**config.mk**
```make
export PLATFORM = sky130hd
export DESIGN_NAME = button_conditioner
export DESIGN_NICKNAME = d
export VERILOG_FILES = /design/src/rtl/button_pkg.sv /design/src/rtl/btn_debounce.sv /design/src/rtl/button_conditioner.sv
export SDC_FILE = /design/constraint.sdc
export NUM_CORES = 1
export LEC_CHECK = 0
export BUFFER_PORTS_ARGS = -buffer_cell sky130_fd_sc_hd__buf_4
export CELL_PAD_IN_SITES_DETAIL_PLACEMENT = 1
export CELL_PAD_IN_SITES_GLOBAL_PLACEMENT = 1
export CORE_MARGIN = 1
export CORE_UTILIZATION = 47
export DETAILED_ROUTE_END_ITERATION = 8
export PLACE_DENSITY_LB_ADDON = 0.25
export SETUP_SLACK_MARGIN = 0.4
export SLEW_MARGIN = 15
export SYNTH_ARGS = -nofsm -noshare
export SYNTH_HDL_FRONTEND = slang
export SYNTH_SLANG_ARGS = --single-unit
```
**constraint.sdc**
```tcl
create_clock -name clk -period 4.6 [get_ports clk]
set_clock_uncertainty 0.15 [all_clocks]
set_input_delay 0.23 -clock clk [delete_from_list [all_inputs] [get_ports clk]]
set_output_delay 0.23 -clock clk [all_outputs]
set_load 0.1 [all_outputs]
```
**src/rtl/button_pkg.sv**
```systemverilog
// Shared constants for the pet-control button conditioner: channel indices,
// channel count and default timing at 50 MHz.
package button_pkg;

    localparam int NUM_BTN = 6;

    localparam int BTN_FEED   = 0;
    localparam int BTN_LIGHT  = 1;
    localparam int BTN_ECHO   = 2;
    localparam int BTN_HEAL   = 3;
    localparam int BTN_CHANGE = 4;
    localparam int BTN_TEST   = 5;

    localparam int DEFAULT_DEBOUNCE_CYC = 1_000_000;
    localparam int DEFAULT_HOLD_CYC     = 250_000_000;

    // Keeps only the lowest set bit, so feed beats every other command.
    function automatic logic [NUM_BTN-1:0] lowest_one(input logic [NUM_BTN-1:0] v);
        logic [NUM_BTN-1:0] r;
        r = '0;
        for (int i = NUM_BTN - 1; i >= 0; i--) begin
            if (v[i]) begin
                r    = '0;
                r[i] = 1'b1;
            end
        end
        return r;
    endfunction

endpackage

```
**src/rtl/btn_debounce.sv**
```systemverilog
// One button channel: two-flop synchroniser, symmetric debounce counter and
// press-edge detector on the accepted level.
module btn_debounce
    import button_pkg::*;
#(
    parameter int DEBOUNCE_CYC = DEFAULT_DEBOUNCE_CYC
) (
    input  logic clk,
    input  logic rst,
    input  logic btn_n,
    output logic level,
    output logic rise
);

    localparam int             CW      = (DEBOUNCE_CYC > 1) ? $clog2(DEBOUNCE_CYC) : 1;
    localparam logic [CW-1:0]  CNT_MAX = CW'(DEBOUNCE_CYC - 1);

    logic          s1;
    logic          s2;
    logic          db;
    logic          db_d;
    logic [CW-1:0] cnt;
    logic          pressed;

    assign pressed = ~s2;

    // Synchroniser flops reset to the released level so a held button is
    // seen as a fresh press once reset drops.
    always_ff @(posedge clk) begin
        if (rst) begin
            s1   <= 1'b1;
            s2   <= 1'b1;
            db   <= 1'b0;
            db_d <= 1'b0;
            cnt  <= '0;
        end else begin
            s1   <= btn_n;
            s2   <= s1;
            db_d <= db;
            if (pressed != db) begin
                if (cnt == CNT_MAX) begin
                    db  <= pressed;
                    cnt <= '0;
                end else begin
                    cnt <= cnt + 1'b1;
                end
            end else begin
                cnt <= '0;
            end
        end
    end

    assign level = db;
    assign rise  = db & ~db_d;

endmodule

```
**src/rtl/button_conditioner.sv**
```systemverilog
// Turns six raw active-low buttons into one-hot single-cycle command pulses;
// TEST fires only after a long continuous hold.
module button_conditioner
    import button_pkg::*;
#(
    parameter int DEBOUNCE_CYC = DEFAULT_DEBOUNCE_CYC,
    parameter int HOLD_CYC     = DEFAULT_HOLD_CYC
) (
    input  logic               clk,
    input  logic               rst,
    input  logic [NUM_BTN-1:0] btn_n,
    output logic               feeding,
    output logic               light_out,
    output logic               echo_sig,
    output logic               healing,
    output logic               change_state,
    output logic               test,
    output logic [NUM_BTN-1:0] btn_level
);

    localparam int             HW       = (HOLD_CYC > 1) ? $clog2(HOLD_CYC) : 1;
    localparam logic [HW-1:0]  HOLD_MAX = HW'(HOLD_CYC - 1);
    localparam logic [NUM_BTN-1:0] TEST_MASK = NUM_BTN'(1) << BTN_TEST;

    logic [NUM_BTN-1:0] db;
    logic [NUM_BTN-1:0] rise;
    logic [NUM_BTN-1:0] raw_pulse;
    logic [NUM_BTN-1:0] pulse_q;
    logic [HW-1:0]      hold_cnt;
    logic               hold_fired;
    logic               raw_test;

    for (genvar i = 0; i < NUM_BTN; i++) begin : g_chan
        btn_debounce #(
            .DEBOUNCE_CYC (DEBOUNCE_CYC)
        ) u_db (
            .clk   (clk),
            .rst   (rst),
            .btn_n (btn_n[i]),
            .level (db[i]),
            .rise  (rise[i])
        );
    end

    assign raw_test = db[BTN_TEST] && (hold_cnt == HOLD_MAX) && !hold_fired;

    // Hold timer saturates at its terminal count; hold_fired blocks any
    // repeat until the button is released.
    always_ff @(posedge clk) begin
        if (rst) begin
            hold_cnt   <= '0;
            hold_fired <= 1'b0;
        end else if (!db[BTN_TEST]) begin
            hold_cnt   <= '0;
            hold_fired <= 1'b0;
        end else begin
            if (hold_cnt != HOLD_MAX) begin
                hold_cnt <= hold_cnt + 1'b1;
            end
            if (raw_test) begin
                hold_fired <= 1'b1;
            end
        end
    end

    // The TEST press edge is discarded; that channel only fires from the hold timer.
    assign raw_pulse = (rise & ~TEST_MASK) | (raw_test ? TEST_MASK : '0);

    always_ff @(posedge clk) begin
        if (rst) begin
            pulse_q <= '0;
        end else begin
            pulse_q <= lowest_one(raw_pulse);
        end
    end

    assign feeding      = pulse_q[BTN_FEED];
    assign light_out    = pulse_q[BTN_LIGHT];
    assign echo_sig     = pulse_q[BTN_ECHO];
    assign healing      = pulse_q[BTN_HEAL];
    assign change_state = pulse_q[BTN_CHANGE];
    assign test         = pulse_q[BTN_TEST];
    assign btn_level    = db;

endmodule

```
Yosys cells after proc, flatten, opt, wreduce, memory -nomap -nowiden:

Cells that the tools add are included.

* register bits after elaboration: 178
* bits of input ports: 8
* output and inout bits: 12
* word-level logic and storage cells: 110

* add/subtract/negate cells: 7
* eq/ne operators: 14
* mux-type cells: 7
* bitwise operators: 24
* reduce and logical (&&, ||, !) cells: 21

Operators with widths (count)
* $add A20 B1 Y20 const B: 6
* $eq A20 B20 Y1 const B: 6
* $add A28 B1 Y28 const B: 1
* $eq A28 B28 Y1 const B: 1
* $ne A28 B28 Y1 const B: 1
* $reduce_or A3 Y1: 7
* $not A1 Y1: 18
* $mux W6: 2
* $reduce_and A2 Y1: 6
* $ne A1 B1 Y1: 6
* $or A5 B6 Y6: 1
* $reduce_or A6 Y1: 1
* $and A1 B1 Y1: 5
* $mux W5: 1
* $reduce_or A5 Y1: 1
* $mux W4: 1
* $reduce_or A2 Y1: 2
* $reduce_or A4 Y1: 1
* $mux W3: 1
* $logic_and A1 B1 Y1: 2
* $mux W2: 1
* $logic_not A1 Y1: 1
* $mux W1: 1

Logic depth before layout (Yosys ltp):

* depth after elaboration: 11
* gate-level depth with buffers: 7
* depth with buffers taken out: 5

Cells and area by module:

From an unflattened synthesis, not the netlist that was laid out.

* cell total of the unflattened synthesis: 875
* area total of the unflattened synthesis: 7771.2 µm²

Modules (own cells, without submodules)
* btn_debounce: times used 6, cells each 116, area each 1032.2 µm², seq. area each 480.5 µm²
* button_conditioner: times used 1, cells each 179, area each 1577.8 µm², seq. area each 700.7 µm²

Worst setup path after synthesis:

No wires, ideal clock.

* path kind: register to register
* start: register hold_cnt[0]
* end: register hold_cnt[20]
* setup time: 0.070 ns
* data arrival time: 1.906 ns
* required time: 4.380 ns
* slack: 2.473 ns
* stages on the path, launching flop included: 7
* path buffers: 1
* period minus slack after synthesis: 2.127 ns
* cell sequence: dfxtp_1 > ha_1 > and4_1 > clkbuf_1 > nand4_1 > or4_1 > a21oi_1

* cells in the longest elaborated chain, start to end: 1
* elaborated cells on any way between the ends: 2
* classes of those cells: add/sub: 1; eq/ne: 1

RTL lines
* start, declared: RTL line button_conditioner.sv:29 `logic [HW-1:0] hold_cnt;`
* start signal, assigned: RTL line button_conditioner.sv:58 `hold_cnt <= hold_cnt + 1'b1;`
* $add A28 B1 Y28 / $ne A28 B28 Y1 (equally long branches): RTL line button_conditioner.sv:58, button_conditioner.sv:57

Several ways; a longest one is shown, not always the timed one.
A chain may end at the register's enable or synchronous reset.

Worst setup path in the final report:

* start: register g_chan[1].u_db.cnt[11]
* end: register g_chan[1].u_db.cnt[17]

* cells in the longest elaborated chain, start to end: 2
* elaborated cells on any way between the ends: 3
* classes of those cells: add/sub: 1; eq/ne: 1; reduce/logical: 1

RTL lines
* start, declared: RTL line btn_debounce.sv:22 `logic [CW-1:0] cnt;`
* start signal, assigned: RTL line btn_debounce.sv:45 `cnt <= cnt + 1'b1;`
* parallel branches: the longest is 2 deep, another holds $add A20 B1 Y20

Parallel ways; which one is timed is not known.

==> reports/metrics.cfg <==
[status]
status = finished clean

[clocking]
cts_buffers = 17
insertion_delay_ps = 430
cts-root-buf = clkbuf_16
clockBufferDepth = 2
post_cts_buffers = 0
htree_levels = 4
clkTransAtPathRegs_ps = 60
cts_hold_buf = 6
cts-resized-gates = 0
tritoncts = done
clock_sinks = 178

[setup_path]
cp-endpoint = g_chan[1].u_db.cnt[17]
rr_worst_depth = 5
crit_path_start = g_chan[1].u_db.cnt[11]
crit_fanout = 11
end_kind = flop
path_cells = or4b_1 -> or4_1 -> o21ai_1 -> buf_4 -> a21oi_1
crit_buf_inv = 1
max_stage_delay_ps = 600
cp-start-kind = flop
critPathArrivalTime_ps = 2880
r2r_start = g_chan[1].u_db.cnt[11]
regToRegEndpoint = g_chan[1].u_db.cnt[17]
path_depth = 5
rrSetupSlack_ps = 1870
cp_top_family = simple AND/OR/NAND/NOR gates
crit_slowest_cell = o21ai_1
critPathRequiredTime_ps = 4750
path_class = flop to flop

[routing]
firstDrtPassIters = 5
drc = 0
wirelength_mm = 18.7
routed_via_density = 5.68
drt-initial-drc-count = 281
ant_nets = 0
via_count = 6514
wl_per_cell_um = 16.3

[sta]
slew_headroom_pct = 39.7
finalCritPeriodShare_pct = 59.3
setup_viol = 0
hold_violations = 0
fmax_mhz = 366
min_period_ps = 2730
rsz0062_at_grt = no
maxSlewViolCount = 0
worstMarginPinSlew_ps = 904
fin_setup_tns_ps = 0

[global_route]
overflow = 0
antenna_found_initial = 0
grt_max_degree = 37
grt_use_total_pct = 22.8
grt_pass1_wl_mm = 32.6
grt_pass1_vias = 6905

[synth]
ys.warnings.count = 0
seq_area_frac_synth_pct = 45.0
synth-edff-count = 0
synth_ff_type = dfxtp_1
ys_types = 45
syn_inst = 909
syn-cell-area_sq_mm = 0.00791
syn-num-nets = 924
ys_seq_elements = 178
async_reset_ff_share_pct = 0
syn_avg_cell_area_sq_um = 8.71

[cells_and_area]
fin_area_sq_mm = 0.00882
syn2layout_area_growth_pct = 11.4
stdcell_count = 1146
drive_gt1_share_pct = 8.53
fill_cells = 1915
finalNetCount = 928
diodes = 0

[die]
core_region_area_sq_mm = 0.0165
die_area_sq_mm = 0.0174
start_util_pct = 47.9
die_x_um = 132
rows = 47
fp.dieH_um = 132
io_pins = 20

[place]
dpl_cell_area_sq_mm = 0.00816
placedCellCount = 1108
post-dp-hpwl_mm = 12.8
gp_congestion = 0.806
io_buffer_count = 19

[power]
p_per_area_mw_per_mm2 = 349
clkPwrFrac_pct = 48.6
p_sw_share_pct = 19.9
p_sw_mw = 0.615
power_mw = 3.08
power.share.combinational_pct = 1.1
p_int_mw = 2.47
pwr-share-seq_pct = 50.3
peakVddDrop_uv = 270
p_leak_nw = 2.59

[run]
maxCapViolCount = 0

[worst_hold_path]
hp-class = input port to flop
worstHoldStart = rst

## stage by stage
| stage | worst slack (ps) | utilization [%] | hold WS (ps) |
|---|---|---|---|
| finish | 1870 | 53.4 | 59.2 |
| global route | 1700 | 53.4 | 75.0 |
| CTS | 1880 | 53.4 | 46.9 |
| detailed placement | 1940 | 49.4 | 253 |
| global placement | 2050 | 49.4 | 242 |
| floorplan | 2470 | - | 184 |
## how the worst min path moves through the flow
| stage | endpoint | slack [ps] | depth (start not counted) |
|---|---|---|---|
| floorplan | g_chan[0].u_db.s1 | 180 | 1 |
| global placement | g_chan[0].u_db.s2 | 240 | 1 |
| detailed placement | g_chan[4].u_db.s2 | 250 | 1 |
| CTS | g_chan[3].u_db.db_d | 50 | 2 |
| global route | g_chan[4].u_db.db_d | 70 | 2 |
| finish | g_chan[4].u_db.db_d | 60 | 2 |
## cells in the final DEF, fill, tap and decap left out, drive strengths merged, types with 22 or more instances in the layout
cell type  instances
a21oi             56
nand2             61
inv               24
nand4             39
or3               24
buf               22
xor2              39
nor4              22
nand3             52
or4               31
nor2             103
xnor2             46
o31ai             28
dfxtp            178
o21ai             31
## sequential cells by signal (all words and copies together), names as in the netlist
signal and count:
g_chan.u_db.level 6, pulse_q 6, g_chan.u_db.db_d 5, hold_cnt 28
g_chan.u_db.cnt 120, g_chan.u_db.s2 6, hold_fired 1, g_chan.u_db.s1 6
## cell usage after synthesis, types with 26 or more instances
cell type | number | area share [%]
nor2_1 | 103 | 4.9
nand2_1 | 61 | 2.9
xor2_1 | 39 | 4.3
dfxtp_1 | 178 | 45
nand3_1 | 51 | 3.2
a21oi_1 | 56 | 3.5
or4_1 | 31 | 2.9
xnor2_1 | 46 | 5.1
nand4_1 | 39 | 3.1
o31ai_1 | 26 | 2.5
o21ai_0 | 28 | 1.8
## final cells by class
cell class | count | area (sq um) | share of cell area (%)
tap | 220 | 275 | 3.12
sequential | 178 | 3560 | 40.4
clock inverter | 11 | 161 | 1.83
clock buffer | 21 | 440 | 4.99
timing repair buffer | 28 | 225 | 2.55
multi-input combinational | 664 | 4060 | 46.1
inverter | 24 | 90.1 | 1.02
## per-layer routing
layer	wire length, um	vias to the layer above	GRT usage, %
met5	0	-	0
li1	-	3254	-
met1	8280	3194	26.3
met2	9830	47	42.1
met3	360	19	4.92
met4	189	0	6.72
## worst register-to-register path: stages (launching register included)
cell and delay, ps:
dfxtp_1 360, or4b_1 540, or4_1 590, o21ai_1 600
buf_4 300, a21oi_1 60
## kinds of logic after synthesis
family | share of synthesized area [%]
AO/OA/AOI/OAI | 9.52
adder cells (fa/ha/maj) | 1.11
AND/OR/NAND/NOR | 30.4
buffers and inverters | 3.65
flip-flops | 45.0
multiplexers | 0.885
XOR/XNOR | 9.41
## power by group through the flow
stage / Sequential [mW] / Clock, mW / Combinational [mW]
5_1_grt: 1.55 / 1.60 / 0.0377
6_report: 1.55 / 1.50 / 0.0334
4_1_cts: 1.55 / 1.54 / 0.0341
3_5_place_dp: 1.59 / 0 / 0.0298
3_3_place_gp: 1.59 / 0 / 0.0282
2_1_floorplan: 1.58 / 0 / 0.0199
(Power assumes the default switching activity.)
